**config.mk**
```make
export PLATFORM = sky130hd
export DESIGN_NAME = hx8352_init_seq_flat
export DESIGN_NICKNAME = d
export VERILOG_FILES = /design/src/rtl/hx8352_init_seq_pkg.sv /design/src/rtl/hx8352_init_seq_if.sv /design/src/rtl/hx8352_init_rom.sv /design/src/rtl/hx8352_init_seq.sv /design/src/flat_wrapper.sv
export SDC_FILE = /design/constraint.sdc
export NUM_CORES = 1
export LEC_CHECK = 0
export ABC_AREA = 1
export CORE_UTILIZATION = 51
export CTS_BUF_LIST = sky130_fd_sc_hd__clkbuf_4 sky130_fd_sc_hd__clkbuf_8
export DETAILED_ROUTE_END_ITERATION = 12
export PLACE_DENSITY = 0.78
export RECOVER_POWER = 50
export SYNTH_ARGS = -nofsm -noshare
export SYNTH_HDL_FRONTEND = slang
export SYNTH_SLANG_ARGS = --single-unit
```
**constraint.sdc**
```tcl
create_clock -name clk_1MHz -period 1.6 [get_ports clk_1MHz]
set_input_delay 0.16 -clock clk_1MHz [delete_from_list [all_inputs] [get_ports clk_1MHz]]
set_output_delay 0.16 -clock clk_1MHz [all_outputs]
set_load 0.005 [all_outputs]
```
**src/rtl/hx8352_init_seq_pkg.sv**
```systemverilog
// Shared types for the HX8352 power-up sequencer: ROM entry layout, opcodes, FSM states.
package hx8352_pkg;

    localparam int ENTRY_W = 18;
    localparam int ARG_W   = 16;
    localparam int OP_MSB  = 17;
    localparam int OP_LSB  = 16;
    localparam int ARG_MSB = 15;
    localparam int ARG_LSB = 0;

    typedef enum logic [1:0] {
        OP_CMD = 2'b00,
        OP_DAT = 2'b01,
        OP_DLY = 2'b10,
        OP_END = 2'b11
    } op_e;

    typedef enum logic [3:0] {
        ST_IDLE,
        ST_FETCH,
        ST_DECODE,
        ST_WRITE,
        ST_DLY_ARM,
        ST_DLY_SETTLE,
        ST_DLY_WAIT,
        ST_NEXT,
        ST_DONE
    } state_e;

    typedef logic [ENTRY_W-1:0] entry_t;

    function automatic entry_t mk_entry(input op_e op, input logic [ARG_W-1:0] arg);
        return {op, arg};
    endfunction

endpackage

```
**src/rtl/hx8352_init_seq_if.sv**
```systemverilog
// Panel-writer req/ack bus plus the delay-timer step/length/done link, seen from the sequencer.
interface hx8352_init_seq_if;
    import hx8352_pkg::*;

    logic             wr_req;
    logic             wr_rs;
    logic [ARG_W-1:0] wr_data;
    logic             wr_ack;
    logic             dly_step;
    logic [ARG_W-1:0] dly_us;
    logic             dly_done;

    modport master (
        output wr_req, wr_rs, wr_data, dly_step, dly_us,
        input  wr_ack, dly_done
    );

    modport slave (
        input  wr_req, wr_rs, wr_data, dly_step, dly_us,
        output wr_ack, dly_done
    );

endinterface

```
**src/rtl/hx8352_init_rom.sv**
```systemverilog
// Synchronous-read init table (1-cycle latency). USE_IMAGE swaps the built-in HX8352
// table for a caller-supplied flat image, entry i at bits [i*ENTRY_W +: ENTRY_W].
module hx8352_init_rom
    import hx8352_pkg::*;
#(
    parameter int ROM_AW = 6,
    parameter bit USE_IMAGE = 1'b0,
    parameter logic [(2**ROM_AW)*ENTRY_W-1:0] ROM_IMAGE = '0
) (
    input  logic              clk_1MHz,
    input  logic [ROM_AW-1:0] addr,
    output entry_t            q
);

    // Delays are in microseconds, so 100 ms waits are split across two entries.
    function automatic entry_t builtin_entry(input int idx);
        entry_t e;
        e = mk_entry(OP_END, 16'h0000);
        case (idx)
            0:  e = mk_entry(OP_CMD, 16'h0083);
            1:  e = mk_entry(OP_DAT, 16'h0002);
            2:  e = mk_entry(OP_CMD, 16'h0085);
            3:  e = mk_entry(OP_DAT, 16'h0003);
            4:  e = mk_entry(OP_CMD, 16'h008B);
            5:  e = mk_entry(OP_DAT, 16'h0001);
            6:  e = mk_entry(OP_CMD, 16'h008C);
            7:  e = mk_entry(OP_DAT, 16'h0093);
            8:  e = mk_entry(OP_CMD, 16'h0091);
            9:  e = mk_entry(OP_DAT, 16'h0001);
            10: e = mk_entry(OP_CMD, 16'h0083);
            11: e = mk_entry(OP_DAT, 16'h0000);
            12: e = mk_entry(OP_CMD, 16'h0017);
            13: e = mk_entry(OP_DAT, 16'h0005);
            14: e = mk_entry(OP_CMD, 16'h002B);
            15: e = mk_entry(OP_DAT, 16'h00F9);
            16: e = mk_entry(OP_DLY, 16'd10000);
            17: e = mk_entry(OP_CMD, 16'h001B);
            18: e = mk_entry(OP_DAT, 16'h0014);
            19: e = mk_entry(OP_CMD, 16'h001A);
            20: e = mk_entry(OP_DAT, 16'h0011);
            21: e = mk_entry(OP_CMD, 16'h001C);
            22: e = mk_entry(OP_DAT, 16'h0006);
            23: e = mk_entry(OP_CMD, 16'h001F);
            24: e = mk_entry(OP_DAT, 16'h0042);
            25: e = mk_entry(OP_DLY, 16'd20000);
            26: e = mk_entry(OP_CMD, 16'h0019);
            27: e = mk_entry(OP_DAT, 16'h000A);
            28: e = mk_entry(OP_CMD, 16'h0019);
            29: e = mk_entry(OP_DAT, 16'h001A);
            30: e = mk_entry(OP_DLY, 16'd40000);
            31: e = mk_entry(OP_CMD, 16'h0019);
            32: e = mk_entry(OP_DAT, 16'h0012);
            33: e = mk_entry(OP_DLY, 16'd40000);
            34: e = mk_entry(OP_CMD, 16'h001E);
            35: e = mk_entry(OP_DAT, 16'h0027);
            36: e = mk_entry(OP_DLY, 16'd50000);
            37: e = mk_entry(OP_DLY, 16'd50000);
            38: e = mk_entry(OP_CMD, 16'h0024);
            39: e = mk_entry(OP_DAT, 16'h0060);
            40: e = mk_entry(OP_CMD, 16'h003D);
            41: e = mk_entry(OP_DAT, 16'h0040);
            42: e = mk_entry(OP_CMD, 16'h0034);
            43: e = mk_entry(OP_DAT, 16'h0038);
            44: e = mk_entry(OP_CMD, 16'h0035);
            45: e = mk_entry(OP_DAT, 16'h0038);
            46: e = mk_entry(OP_CMD, 16'h0024);
            47: e = mk_entry(OP_DAT, 16'h0038);
            48: e = mk_entry(OP_DLY, 16'd40000);
            49: e = mk_entry(OP_CMD, 16'h0024);
            50: e = mk_entry(OP_DAT, 16'h003C);
            51: e = mk_entry(OP_CMD, 16'h0016);
            52: e = mk_entry(OP_DAT, 16'h001C);
            53: e = mk_entry(OP_CMD, 16'h0001);
            54: e = mk_entry(OP_DAT, 16'h0006);
            55: e = mk_entry(OP_CMD, 16'h0055);
            56: e = mk_entry(OP_DAT, 16'h0000);
            57: e = mk_entry(OP_CMD, 16'h0022);
            default: e = mk_entry(OP_END, 16'h0000);
        endcase
        return e;
    endfunction

    entry_t q_d;
    entry_t q_q;

    always_comb begin
        q_d = builtin_entry(int'(addr));
        if (USE_IMAGE) begin
            q_d = ROM_IMAGE[ENTRY_W*int'(addr) +: ENTRY_W];
        end
    end

    always_ff @(posedge clk_1MHz) begin
        q_q <= q_d;
    end

    assign q = q_q;

endmodule

```
**src/rtl/hx8352_init_seq.sv**
```systemverilog
// HX8352 power-up sequencer: walks the init ROM, issuing panel writes over req/ack and
// delays to the microsecond timer; wr_req is held until wr_ack, delays wait on dly_done.
module hx8352_init_seq
    import hx8352_pkg::*;
#(
    parameter int ROM_AW = 6,
    parameter bit USE_IMAGE = 1'b0,
    parameter logic [(2**ROM_AW)*ENTRY_W-1:0] ROM_IMAGE = '0
) (
    input  logic               clk_1MHz,
    input  logic               rst,
    input  logic               start,
    output logic               busy,
    output logic               init_done,
    hx8352_init_seq_if.master  bus
);

    localparam logic [ROM_AW-1:0] PC_LAST = '1;

    state_e            state_q, state_d;
    logic [ROM_AW-1:0] pc_q, pc_d;
    logic [ARG_W-1:0]  wr_data_q, wr_data_d;
    logic              wr_rs_q, wr_rs_d;
    logic [ARG_W-1:0]  dly_us_q, dly_us_d;

    entry_t            rom_q;
    op_e               op;
    logic [ARG_W-1:0]  arg;

    hx8352_init_rom #(
        .ROM_AW    (ROM_AW),
        .USE_IMAGE (USE_IMAGE),
        .ROM_IMAGE (ROM_IMAGE)
    ) u_rom (
        .clk_1MHz (clk_1MHz),
        .addr     (pc_q),
        .q        (rom_q)
    );

    assign op  = op_e'(rom_q[OP_MSB:OP_LSB]);
    assign arg = rom_q[ARG_MSB:ARG_LSB];

    always_comb begin
        state_d   = state_q;
        pc_d      = pc_q;
        wr_data_d = wr_data_q;
        wr_rs_d   = wr_rs_q;
        dly_us_d  = dly_us_q;
        unique case (state_q)
            ST_IDLE, ST_DONE: begin
                if (start) begin
                    pc_d    = '0;
                    state_d = ST_FETCH;
                end
            end
            ST_FETCH: state_d = ST_DECODE;
            ST_DECODE: begin
                case (op)
                    OP_CMD, OP_DAT: begin
                        wr_data_d = arg;
                        wr_rs_d   = (op == OP_DAT);
                        state_d   = ST_WRITE;
                    end
                    OP_DLY: begin
                        dly_us_d = arg;
                        state_d  = ST_DLY_ARM;
                    end
                    default: state_d = ST_DONE;
                endcase
            end
            ST_WRITE: begin
                if (bus.wr_ack) begin
                    state_d = ST_NEXT;
                end
            end
            ST_DLY_ARM: state_d = ST_DLY_SETTLE;
            // done from the previous delay may still be high while the timer reloads
            ST_DLY_SETTLE: state_d = ST_DLY_WAIT;
            ST_DLY_WAIT: begin
                if (bus.dly_done) begin
                    state_d = ST_NEXT;
                end
            end
            ST_NEXT: begin
                if (pc_q == PC_LAST) begin
                    state_d = ST_DONE;
                end else begin
                    pc_d    = pc_q + ROM_AW'(1);
                    state_d = ST_FETCH;
                end
            end
            default: state_d = ST_IDLE;
        endcase
    end

    always_ff @(posedge clk_1MHz) begin
        if (rst) begin
            state_q   <= ST_IDLE;
            pc_q      <= '0;
            wr_data_q <= '0;
            wr_rs_q   <= 1'b0;
            dly_us_q  <= '0;
        end else begin
            state_q   <= state_d;
            pc_q      <= pc_d;
            wr_data_q <= wr_data_d;
            wr_rs_q   <= wr_rs_d;
            dly_us_q  <= dly_us_d;
        end
    end

    assign busy         = (state_q != ST_IDLE) && (state_q != ST_DONE);
    assign init_done    = (state_q == ST_DONE);
    assign bus.wr_req   = (state_q == ST_WRITE);
    assign bus.wr_rs    = wr_rs_q;
    assign bus.wr_data  = wr_data_q;
    assign bus.dly_step = (state_q == ST_DLY_ARM);
    assign bus.dly_us   = dly_us_q;

endmodule
```
**src/flat_wrapper.sv**
```systemverilog
// flat-port wrapper written by rule: the top's interface ports become plain ports
module hx8352_init_seq_flat import hx8352_pkg::*;
#(
    parameter int ROM_AW = 6,
    parameter bit USE_IMAGE = 1'b0,
    parameter logic [(2**ROM_AW)*ENTRY_W-1:0] ROM_IMAGE = '0
)
  (clk_1MHz, rst, start, busy, init_done, bus_wr_req, bus_wr_rs, bus_wr_data, bus_dly_step, bus_dly_us, bus_wr_ack, bus_dly_done);
  hx8352_init_seq_if bus_i ();
  input  logic clk_1MHz;
  input  logic rst;
  input  logic start;
  output logic busy;
  output logic init_done;
  output wire logic [$bits(bus_i.wr_req)-1:0] bus_wr_req;
  output wire logic [$bits(bus_i.wr_rs)-1:0] bus_wr_rs;
  output wire logic [$bits(bus_i.wr_data)-1:0] bus_wr_data;
  output wire logic [$bits(bus_i.dly_step)-1:0] bus_dly_step;
  output wire logic [$bits(bus_i.dly_us)-1:0] bus_dly_us;
  input wire logic [$bits(bus_i.wr_ack)-1:0] bus_wr_ack;
  input wire logic [$bits(bus_i.dly_done)-1:0] bus_dly_done;
  assign bus_wr_req = bus_i.wr_req;
  assign bus_wr_rs = bus_i.wr_rs;
  assign bus_wr_data = bus_i.wr_data;
  assign bus_dly_step = bus_i.dly_step;
  assign bus_dly_us = bus_i.dly_us;
  assign bus_i.wr_ack = bus_wr_ack;
  assign bus_i.dly_done = bus_dly_done;
  hx8352_init_seq #(.ROM_AW(ROM_AW), .USE_IMAGE(USE_IMAGE), .ROM_IMAGE(ROM_IMAGE)) u_core (.clk_1MHz(clk_1MHz), .rst(rst), .start(start), .busy(busy), .init_done(init_done), .bus(bus_i));
endmodule
```
==> results of run 1 <==
## where the power goes
group | internal [mW] | switching, mW
combinational | 0.837 | 1.35
clock | 0.723 | 0.636
sequential | 1.70 | 0.128
total | 3.26 | 2.12
## path summary, 6_finish.rpt
kind | from | end | slack, ns | cells past startpoint
setup / recovery | u_core.state_q[0] | busy | 0.06 | 3
hold / removal | u_core.bus.dly_us[4] | u_core.bus.dly_us[4] | 0.44 | 2
setup reg to reg | u_core.pc_q[1] | u_core.u_rom.q[0] | 0.10 | 8
hold reg to reg | u_core.bus.dly_us[4] | u_core.bus.dly_us[4] | 0.44 | 2
## cell usage in the layout (no fill, tap or decap), types with 9 or more instances in the layout
master and instances:
dlygate4sd3_1 24, ha_1 9, a21oi_1 50, nor2_1 47
buf_4 28, nand3_1 22, clkdlybuf4s50_1 14, clkbuf_8 9
o21ai_0 34, dfxtp_1 56, nand2_1 98, inv_1 43
## area by class of cell
class	count	area (sq um)	area share
timing repair buffer	74	668	0.173
clock inverter	7	73.8	0.0191
sequential	61	1230	0.318
tap	72	90.1	0.0233
inverter	52	195	0.0505
multi-input combinational	299	1490	0.385
clock buffer	9	124	0.0320
## critical path: cells and delay by family (launching register included)
family,cells,cell delay (ns)
buf+inv,1,0.51
flops,1,0.40
simple gates,2,0.14
## kinds of logic (layout without fill, tap and decap cells)
logic type | Yosys count | after routing
simple gates | 188 | 188
flops | 61 | 61
compound gates | 100 | 100
fa+ha+maj | 10 | 10
buf+inv | 68 | 142
xor+xnor | 1 | 1
## metrics by stage
| step | worst slack (ns) | TNS [ns] | hold slack, ns |
|---|---|---|---|
| floorplan | 0.0288 | 0 | 0.229 |
| global placement | -0.0107 | -0.0107 | 0.432 |
| detailed placement | -0.000973 | -0.000973 | 0.437 |
| CTS | 0.0329 | 0 | 0.448 |
| global route | -0.000770 | -0.000770 | 0.461 |
| finish | 0.0564 | 0 | 0.442 |
## sequential cells by signal, indices dropped and copies added, names as in the netlist
name	count
u_core.u_rom.q	18
u_core.bus.dly_us	16
u_core.bus.wr_data	16
u_core.pc_q	6
u_core.state_q	4
u_core.bus.wr_rs	1
## per-layer routing
metal,vias to the layer above,wire length (microns),share of wire
li1,1523,-,-
met1,1369,3530,0.44
met2,116,3800,0.48
met3,18,436,0.055
met4,0,213,0.027
met5,-,0,0
## what timing repair did
item,in CTS,in global routing
buffers inserted,2,0
setup endpoints to repair,5,15
gates resized for setup,13,15
pin swaps,1,2
endpoints found under the hold margin,0,0
==> flow_summary.ini, run 1 <==
[run_status]
status = completed

[place]
dp_hpwl_mm = 6.11
portBuffers = 41
place_inst = 556
place_area_sq_um = 3630
place.gp.congestion = 0.982

[route]
routed_wl_mm = 7.98
ant_nets = 0
drt_pass1_iterations = 4
viasPerCell = 5.27
vias = 3026
drc = 0
wire_per_inst_microns = 13.9
drt_iter0_drc = 218

[critical_path]
cp_slowest_cell = clkdlybuf4s50_1
path_cells = nor2_4 > nand2_2 > clkdlybuf4s50_1
cp-end-kind = primary output
critPathMaxFanout = 3
crit_required_ns = 1.44
cp-start-kind = flip-flop
slowest_delay_ns = 0.51
arrival_ns = 1.38
criticalPathCategory = flip-flop to primary output

[synthesis]
synth-edff-count = 0
synth_cells = 428
yosys.area_share.simple = 0.272
async_reset_ff_frac = 0
seq_area_frac_synth = 0.412
synth_xor_area_frac = 0.00296
yosysUniqueCellTypes = 29
yosys.area.top_type = dfxtp_1
synth_compound_area_frac = 0.178
syn_area_sq_um = 2960
yosys.area.top_type_share = 0.412
ys.warnings.count = 0
yosys-top-cells-area = dfxtp_1 41%, nand2_1 13%, a21oi_1 8.6%
ys_ff_latch = 61
synthAdderAreaFrac = 0.0422
syn_avg_cell_area_sq_um = 6.92
yosys-mux-area-fraction = 0
syn-num-nets = 443
ys.flop_type = dfxtp_1
synth_top_family_by_area = simple AND/OR/NAND/NOR gates
synth_most_common_cell = nand2_1
synth_common_cells = 102 x nand2_1, 61 x dfxtp_1, 51 x a21oi_1

[grt]
antenna_found_initial = 0
grt_start_max_net_pins = 34
grt_pass1_wl_mm = 13.2
met2_usage = 0.472
use_met1 = 0.344
grt_pass1_vias = 2794
gr-usage-all-layers = 0.278
grt_busiest_layer = met2
grtUsageMet3 = 0.0442
overflow = 0

[clocking]
clock_latency_ns = 0.34
cts_tree = built
clkTransAtPathRegs_ns = 0.07
cts-hold-fix-buffers = 0
numCtsBuffers = 9
root_buffer = clkbuf_8
cts_sinks = 61
htree_levels = 3
ctsLongestPathBuffers = 2

[cells_and_area]
final_util = 0.698
drive_above_1_share = 0.157
syn_to_final_growth_pct = 30.6
fin_cells = 574
fin_nets = 512
finish.instance_area_sq_um = 3870
n_antenna_cell = 0
fillCellCount = 483

[floorplanning]
fp.dieW_microns = 78.2
num_io_pins = 42
initial_utilization = 0.535
die_y_microns = 78.2
row_count = 27
die_area_sq_um = 6120
core_area_sq_um = 5540

[timing]
maxSlewHeadroom = 0.641
finalCriticalPeriod_ns = 1.54
finalCritPeriodShare = 0.965
hold_viol_final = 0
tightest_slew_ns = 0.537
drv_slew = 0
finalSetupViolCount = 0
finClkSkew_ns = 0.0121
fmaxAchievable_mhz = 648

[power_and_ir_drop]
power_mw = 5.38
ir_drop_mv = 0.978
leakagePower_nw = 1.78
power_density_nw_per_um2 = 1390

[min_path]
min-delay-path-class = flip-flop to flip-flop

[run]
cap_violations = 0
Note: power is estimated with default switching activity, not from simulation.
==> run 2, diff against run 1 <==
Settings changed: CORE_UTILIZATION 51 to 54, PLACE_DENSITY 0.78 to 0.79.
Clock period 1.6 ns to 1.8 ns, I/O delays scaled along.
==> run 2 against run 1 <==
Effect of this change:
- wire length rose by 7.3%
- sequential share of layout area rose by 0.49 points
- global-route usage rose by 3.6 points
- worst hold slack improved by 0.0051 ns
- clock skew fell by 0.0041 ns
- sequential power fell by 11%
- non-clock buffer count fell by 5
- clock-buffer cell count rose by 3
- register-to-register slack improved by 0.07 ns
- clock power fell by 10%
- highest routed layer unchanged
==> flow_summary.ini, run 2 (synthesis gave the netlist of run 1 again) <==
[clocking]
clock_latency_ns = 0.33
ctsLongestPathBuffers = 2
clkTransAtPathRegs_ns = 0.06
cts-hold-fix-buffers = 0
numCtsBuffers = 9
cts_sinks = 61
htree_levels = 3
root_buffer = clkbuf_8
cts_tree = built

[place]
place.gp.congestion = 1.03
place_area_sq_um = 3560
place_inst = 547
dp_hpwl_mm = 6.36
portBuffers = 41

[critical_path]
slowest_delay_ns = 0.50
critPathMaxFanout = 5
cp-end-kind = primary output
cp-start-kind = flip-flop
path_cells = nor2_4 > nand2_1 > inv_1 > clkdlybuf4s50_1
arrival_ns = 1.55
crit_required_ns = 1.62
criticalPathCategory = flip-flop to primary output
cp_slowest_cell = clkdlybuf4s50_1

[timing]
maxSlewHeadroom = 0.623
tightest_slew_ns = 0.564
fmaxAchievable_mhz = 577
finalCriticalPeriod_ns = 1.73
finClkSkew_ns = 0.00796
finalCritPeriodShare = 0.962
finalSetupTns_ns = 0
drv_slew = 0
finalSetupViolCount = 0
hold_viol_final = 0

[power_and_ir_drop]
swShare = 0.391
p_comb_frac = 0.402
power_mw = 4.77
pwr-share-seq = 0.343
power_density_nw_per_um2 = 1250
p_clk_frac = 0.255
switchingPower_mw = 1.86
intPower_mw = 2.90
ir_drop_mv = 0.847
leakagePower_nw = 1.66

[cells_and_area]
fillCellCount = 400
syn_to_final_growth_pct = 28.4
drive_above_1_share = 0.131
largest_reg_flops = 18
multi_input_area_sq_um = 1470
layout_common_cells = 101 x nand2_1, 58 x dfxtp_1, 51 x a21oi_1, 48 x nor2_1, 46 x inv_1
area.sequential_sq_um = 1230
finish.instance_area_sq_um = 3800
fin_nets = 507
final_util = 0.731
n_antenna_cell = 0
final_common_cell = nand2_1
fin_cells = 567

[min_path]
min-delay-path-class = flip-flop to flip-flop

[grt]
grt_pass1_wl_mm = 14.3
grt_pass1_vias = 2918
gr-usage-all-layers = 0.315
overflow = 0
grt_start_max_net_pins = 29
antenna_found_initial = 0

[route]
viasPerCell = 5.49
drt_pass1_iterations = 7
drt_iter0_drc = 262
wire_per_inst_microns = 15.1
ant_nets = 0
routed_wl_mm = 8.57
drc = 0
vias = 3113

[floorplanning]
num_io_pins = 42
initial_utilization = 0.569
fp.dieW_microns = 76.1
die_y_microns = 76.1
row_count = 26
core_area_sq_um = 5200
die_area_sq_um = 5780

[run_status]
status = completed

[run]
cap_violations = 0
[run 2: metrics by stage]
step	hold slack, ns	worst slack, ns
3_3_place_gp	0.433	0.114
6_report	0.447	0.0678
3_5_place_dp	0.441	0.113
5_1_grt	0.469	-0.0119
2_1_floorplan	0.249	0.229
4_1_cts	0.451	0.00111
[run 2: timing repair]
action,in CTS,in global routing
endpoints found under the setup margin,0,7
resized for setup,0,6
setup buffers,0,4
endpoints found under the hold margin,0,0
[run 2: path summary, 6_finish.rpt]
kind	end	depth (start not counted)	startpoint	slack, ns
max	bus_wr_req	4	u_core.state_q[2]	0.07
min	u_core.bus.dly_us[15]	2	u_core.bus.dly_us[15]	0.45
max reg2reg	u_core.pc_q[5]	10	u_core.pc_q[0]	0.17
min reg2reg	u_core.bus.dly_us[15]	2	u_core.bus.dly_us[15]	0.45
[run 2: critical path, delay by kind of cell, from the launching register on]
kind / cells / cell delay [ns]
buf+inv: 2 / 0.57
flops: 1 / 0.36
simple gates: 2 / 0.30
[run 2: per-layer routing]
layer  global-route usage  part of all wire
met4                0.167             0.035
met2                0.531              0.48
met5                    0                 0
met3               0.0539             0.066
met1                0.384              0.42
[run 2: layout make-up]
| type | instances | share of cell area |
|---|---|---|
| multi-input cells | 299 | 0.387 |
| flip-flops and latches | 61 | 0.323 |
| repair buffers | 69 | 0.163 |
| inverters | 52 | 0.0513 |
| clock buffers | 12 | 0.0401 |
| well taps | 70 | 0.0230 |
| clock inverters | 4 | 0.0125 |
[run 2: power by group through the flow]
stage | clock network [mW] | logic, mW | registers, mW
finish | 1.22 | 1.92 | 1.63
global route | 1.30 | 2.15 | 1.65
CTS | 1.23 | 1.85 | 1.61
detailed placement | 0 | 1.84 | 1.64
global placement | 0 | 1.86 | 1.63
floorplan | 0 | 1.18 | 1.65
